$ cat config.mk
export PLATFORM = sky130hd
export DESIGN_NAME = i2s_rx
export DESIGN_NICKNAME = d
export VERILOG_FILES = /design/src/rtl/i2s_rx.sv
export SDC_FILE = /design/constraint.sdc
export NUM_CORES = 1
export LEC_CHECK = 0
export CAP_MARGIN = 25
export CORE_UTILIZATION = 59
export CTS_CLUSTER_SIZE = 12
export DETAILED_ROUTE_END_ITERATION = 8
export PLACE_DENSITY = 0.84
export SYNTH_ARGS = -nofsm -noshare
export SYNTH_HDL_FRONTEND = slang
export SYNTH_SLANG_ARGS = --single-unit
$ cat constraint.sdc
create_clock -name clk -period 5.65 [get_ports clk]
set_clock_uncertainty 0.15 [all_clocks]
set_input_delay 1.13 -clock clk [delete_from_list [all_inputs] [get_ports clk]]
set_output_delay 1.13 -clock clk [all_outputs]
set_load 0.01 [all_outputs]
$ cat src/rtl/i2s_rx.sv
// I2S receive deserializer: oversamples an asynchronous codec bit clock in the
// system clock domain and presents left/right pairs on a valid/ready interface.
module i2s_rx #(
  parameter int BITSIZE     = 16,
  parameter int SYNC_STAGES = 2
) (
  input  logic               clk,
  input  logic               reset,
  input  logic               enable,
  input  logic               bclk,
  input  logic               lrclk,
  input  logic               sdata,
  output logic [BITSIZE-1:0] left_chan,
  output logic [BITSIZE-1:0] right_chan,
  output logic               valid,
  input  logic               ready,
  output logic               overrun,
  output logic               sync_err
);

  localparam int CW = $clog2(BITSIZE + 1);
  localparam logic [CW-1:0] LAST = CW'(BITSIZE - 1);

  typedef enum logic [1:0] {IDLE, SHIFT, WAIT} state_t;

  logic [SYNC_STAGES-1:0] bclk_sync_reg, ws_sync_reg, d_sync_reg;
  logic                   bclk_prev_reg;
  logic                   bclk_s, ws_s, d_s, bit_evt;

  state_t               state_reg, state_next;
  logic                 chan_reg, chan_next;
  logic [CW-1:0]        cnt_reg, cnt_next;
  logic [BITSIZE-1:0]   shift_reg, shift_next;
  logic                 ws_q_reg, ws_q_next;
  logic                 done_reg, done_next;
  logic                 done_chan_reg, done_chan_next;
  logic [BITSIZE-1:0]   done_word_reg, done_word_next;
  logic                 sync_err_pulse, change;
  logic [BITSIZE-1:0]   shifted;

  logic [BITSIZE-1:0]   hold_reg;
  logic                 left_ok_reg;
  logic [BITSIZE-1:0]   left_chan_reg, right_chan_reg;
  logic                 valid_reg, overrun_reg, sync_err_reg;
  logic                 load_pair;

  // Input synchronizers; each serial pin gets its own chain of equal depth.
  always_ff @(posedge clk) begin
    if (reset) begin
      bclk_sync_reg <= '0;
      ws_sync_reg   <= '0;
      d_sync_reg    <= '0;
      bclk_prev_reg <= 1'b0;
    end else begin
      bclk_sync_reg <= {bclk_sync_reg[SYNC_STAGES-2:0], bclk};
      ws_sync_reg   <= {ws_sync_reg[SYNC_STAGES-2:0], lrclk};
      d_sync_reg    <= {d_sync_reg[SYNC_STAGES-2:0], sdata};
      bclk_prev_reg <= bclk_s;
    end
  end

  assign bclk_s  = bclk_sync_reg[SYNC_STAGES-1];
  assign ws_s    = ws_sync_reg[SYNC_STAGES-1];
  assign d_s     = d_sync_reg[SYNC_STAGES-1];
  assign bit_evt = bclk_s & ~bclk_prev_reg;

  always_ff @(posedge clk) begin
    if (reset) begin
      state_reg     <= IDLE;
      chan_reg      <= 1'b0;
      cnt_reg       <= '0;
      shift_reg     <= '0;
      ws_q_reg      <= 1'b0;
      done_reg      <= 1'b0;
      done_chan_reg <= 1'b0;
      done_word_reg <= '0;
    end else begin
      state_reg     <= state_next;
      chan_reg      <= chan_next;
      cnt_reg       <= cnt_next;
      shift_reg     <= shift_next;
      ws_q_reg      <= ws_q_next;
      done_reg      <= done_next;
      done_chan_reg <= done_chan_next;
      done_word_reg <= done_word_next;
    end
  end

  always_comb begin
    state_next     = state_reg;
    chan_next      = chan_reg;
    cnt_next       = cnt_reg;
    shift_next     = shift_reg;
    ws_q_next      = ws_q_reg;
    done_next      = 1'b0;
    done_chan_next = chan_reg;
    done_word_next = done_word_reg;
    sync_err_pulse = 1'b0;
    change         = 1'b0;
    shifted        = {shift_reg[BITSIZE-2:0], d_s};

    // ws_q keeps tracking while disabled so the first change after re-enable is real.
    if (bit_evt) begin
      ws_q_next = ws_s;
      change    = (ws_s != ws_q_reg);
    end

    if (!enable) begin
      state_next = IDLE;
    end else if (bit_evt) begin
      case (state_reg)
        IDLE: begin
          if (change && !ws_s) begin
            state_next = SHIFT;
            chan_next  = 1'b0;
            cnt_next   = '0;
          end
        end
        SHIFT: begin
          if (change) begin
            // The delay bit on the change edge is the LSB of a slot exactly BITSIZE wide.
            if (cnt_reg == LAST) begin
              done_next      = 1'b1;
              done_word_next = shifted;
            end else begin
              sync_err_pulse = 1'b1;
            end
            chan_next = ws_s;
            cnt_next  = '0;
          end else begin
            shift_next = shifted;
            cnt_next   = cnt_reg + 1'b1;
            if (cnt_reg == LAST) begin
              done_next      = 1'b1;
              done_word_next = shifted;
              state_next     = WAIT;
            end
          end
        end
        WAIT: begin
          if (change) begin
            state_next = SHIFT;
            chan_next  = ws_s;
            cnt_next   = '0;
          end
        end
        default: state_next = IDLE;
      endcase
    end
  end

  assign load_pair = enable && done_reg && done_chan_reg && left_ok_reg;

  always_ff @(posedge clk) begin
    if (reset) begin
      hold_reg       <= '0;
      left_ok_reg    <= 1'b0;
      left_chan_reg  <= '0;
      right_chan_reg <= '0;
      valid_reg      <= 1'b0;
      overrun_reg    <= 1'b0;
      sync_err_reg   <= 1'b0;
    end else begin
      if (!enable || sync_err_pulse) begin
        left_ok_reg <= 1'b0;
      end else if (done_reg && !done_chan_reg) begin
        hold_reg    <= done_word_reg;
        left_ok_reg <= 1'b1;
      end else if (load_pair) begin
        left_ok_reg <= 1'b0;
      end

      if (load_pair) begin
        left_chan_reg  <= hold_reg;
        right_chan_reg <= done_word_reg;
      end
      valid_reg <= load_pair | (valid_reg & ~ready);

      if (load_pair && valid_reg && !ready) overrun_reg <= 1'b1;
      if (sync_err_pulse) sync_err_reg <= 1'b1;
    end
  end

  assign left_chan  = left_chan_reg;
  assign right_chan = right_chan_reg;
  assign valid      = valid_reg;
  assign overrun    = overrun_reg;
  assign sync_err   = sync_err_reg;

endmodule

==> impl_metrics.py <==
metrics = {
    "timing": {
        "slew_violations": 0,
        "max_freq_mhz": 352,
        "worst_slew_pin_slew_ns": 0.936,
        "fin_crit_sh_pct": 50.3,
        "final.setup.tns_ns": 0,
        "fin_ws_ns": 2.81,
        "setup_violations": 0,
        "period_needed_ns": 2.84,
        "finalHoldViolCount": 0,
        "rsz0062_at_grt": "no",
        "relSlewSlack_pct": 37.6,
    },
    "synth": {
        "syn_avg_cell_area_um2": 8.56,
        "synth_area_um2": 3730,
        "yosysUniqueCellTypes": 35,
        "ys_seq_area_share_pct": 54.2,
        "yosysWarnings": 0,
        "synth_seq_cells": 101,
        "syn_inst": 436,
        "synth_nets": 449,
    },
    "worst_setup_path": {
        "reg2reg_slack_ns": 3.25,
        "startpoint_type": "primary input",
        "rr_worst_depth": 4,
        "cp-end-kind": "flop",
        "worst-setup-path-type": "in -> reg",
        "cp_data_required_time_ns": 5.70,
        "arrival_ns": 2.90,
        "worst-path-max-fanout": 17,
        "r2r_start": "bclk_sync_reg[1]",
        "r2r_end": "done_word_reg[9]",
    },
    "clock_tree": {
        "cts_tree": "yes",
        "cts_hold_buffers": 0,
        "path_clk_slew_ns": 0.09,
        "h-tree-depth": 3,
        "clock_path_buffers": 2,
        "insertion_delay_ns": 0.36,
        "cts.sinks": 101,
        "ctsResizeCount": 0,
        "cts_buffers": 9,
        "post-cts-setup-buffer-count": 0,
        "clockRootBuffer": "clkbuf_8",
    },
    "cells_and_area": {
        "antenna_cells": 0,
        "final_area_um2": 4370,
        "layout.nets": 478,
        "areaGrowthSynthToFinish_pct": 17.1,
        "drive_gt1_share_pct": 5.11,
        "finalNonFillerCells": 545,
    },
    "pwr": {
        "power_density_nw_per_um2": 273,
        "max-vdd-ir-drop_v": 0.000162,
        "power_mw": 1.19,
        "leakage_nw": 1.44,
    },
    "floorplan": {
        "fp-row-count": 28,
        "die_x_um": 81.6,
        "start_util_pct": 62.0,
        "io_pins": 42,
        "fp.dieH_um": 81.6,
        "dieArea_um2": 6650,
        "coreArea_um2": 6030,
    },
    "run": {
        "max-cap-violations": 0,
    },
    "min_path": {
        "whs_path_depth": 1,
        "worstHoldStart": "bclk_sync_reg[0]",
        "min_to": "bclk_sync_reg[1]",
        "min_path_type": "reg -> reg",
    },
    "grt": {
        "grt_pass1_vias": 2668,
        "antenna_found_initial": 0,
        "grt_max_degree": 57,
        "track_usage_pct": 23.9,
        "grt_pass1_wl_mm": 12.1,
        "overflow": 0,
    },
    "detailed_routing": {
        "first_pass_iters": 5,
        "viasPerCell": 5.44,
        "drc_errors": 0,
        "vias": 2967,
        "drt-wirelength-per-cell_um": 13.4,
        "drt_iter0_markers": 202,
        "drt-total-wl_mm": 7.28,
        "ant_nets": 0,
    },
    "placed_design": {
        "port_buffers": 41,
        "dp_slack_ns": 2.14,
        "place_congestion": 0.796,
        "placed_cell_area_um2": 4160,
        "dp_hpwl_mm": 4.88,
        "dp.cells": 528,
    },
    "outcome": {
        "status": "complete, no violations",
    },
}
==> critical path: stages <==
cell,delay (ns)
clkdlybuf4s50_1,0.69
nand4_1,0.68
nand2_1,0.28
a21oi_1,0.10
==> final cells by class <==
type	count	area (um2)
timing repair buffer	45	463
multi-input combinational	302	1570
clock buffer	10	138
sequential	101	2020
tap	75	93.8
fill	438	1650
inverter	6	22.5
clock inverter	6	61.3
==> layer usage <==
metal / part of all wire (%) / global-route usage, % / vias up / wire [um]
met5: 0 / 0 / - / 0
met4: 1.2 / 11.3 / 0 / 90
met3: 4.1 / 4.11 / 9 / 297
met2: 49 / 38.3 / 75 / 3530
met1: 46 / 31.3 / 1380 / 3360
li1: - / - / 1503 / -
==> cells in the mapped netlist <==
cell type | number | share of area, %
o31ai_1 | 3 | 0.60
xor2_1 | 1 | 0.23
nor3_1 | 1 | 0.13
mux2i_1 | 17 | 4.6
a211oi_1 | 2 | 0.40
dfxtp_1 | 101 | 54
and3_1 | 1 | 0.17
nand2b_1 | 2 | 0.34
a2111oi_0 | 2 | 0.47
nor4bb_2 | 1 | 0.44
inv_1 | 6 | 0.60
and2_1 | 1 | 0.17
nand4b_1 | 2 | 0.47
nand3_1 | 2 | 0.27
o32ai_1 | 1 | 0.23
xnor2_1 | 1 | 0.23
buf_4 | 1 | 0.20
clkbuf_1 | 21 | 2.1
ha_1 | 6 | 2.0
and4_1 | 2 | 0.47
nor2b_1 | 13 | 2.2
nand2_1 | 128 | 13
buf_1 | 1 | 0.10
nand4_1 | 6 | 1.0
buf_8 | 1 | 0.40
nor3b_1 | 1 | 0.20
o21ai_0 | 4 | 0.54
o211ai_1 | 2 | 0.40
a211oi_4 | 1 | 0.54
buf_2 | 3 | 0.40
nor2_1 | 25 | 2.5
a21oi_1 | 72 | 9.7
a31oi_1 | 1 | 0.17
o211a_1 | 1 | 0.27
or3_1 | 3 | 0.50
==> metrics by stage <==
| step | hold WS (ns) | utilization [%] |
|---|---|---|
| final | 0.294 | 72.5 |
| after global routing | 0.311 | 72.5 |
| after CTS | 0.294 | 72.3 |
| after detailed placement | 0.273 | 69.0 |
| after global placement | 0.271 | 68.5 |
| after floorplan | 0.264 | - |
==> logic make-up (layout without fill, tap and decap cells) <==
kind of cell,count (synthesis),in the layout,synth area share [%]
flip-flops,101,101,54.2
XOR/XNOR,2,2,0.469
buffers and inverters,33,67,3.82
multiplexers,17,17,4.56
adder cells (fa/ha/maj),6,6,2.01
AND/OR/NAND/NOR,188,188,21.7
AO/OA/AOI/OAI,89,89,13.3
==> cell usage in the layout (no fill, tap or decap), types with 2 or more instances in the layout <==
cell type        count
o211ai_1             2
nand2b_1             2
a211oi_1             2
nand4_1              6
clkdlybuf4s50_1     40
buf_4                2
and4_1               2
o31ai_1              3
dfxtp_1            101
nand2_1            128
a2111oi_0            2
ha_1                 6
or3_1                3
clkbuf_8            10
mux2i_1             17
nor2_1              24
clkinv_2             3
nand3_1              2
inv_1                6
o21ai_0              4
nor2b_1             13
a21oi_1             72
nand4b_1             2
==> where the power goes <==
group | internal (mW) | leakage, nW | switching [mW]
logic | 0.00701 | 0.522 | 0.0156
clock network | 0.216 | 0.102 | 0.241
registers | 0.713 | 0.814 | 0.00125
total | 0.937 | 1.44 | 0.257
==> how the worst max path moves through the flow <==
stage,startpoint,endpoint,slack (ns)
6_report,enable,done_word_reg[9],2.81
5_1_grt,enable,done_word_reg[9],2.67
4_1_cts,enable,hold_reg[13],2.50
3_5_place_dp,enable,hold_reg[13],2.14
3_3_place_gp,enable,hold_reg[14],2.21
2_1_floorplan,enable,hold_reg[10],3.17
Note: power is estimated with default switching activity, not from simulation.
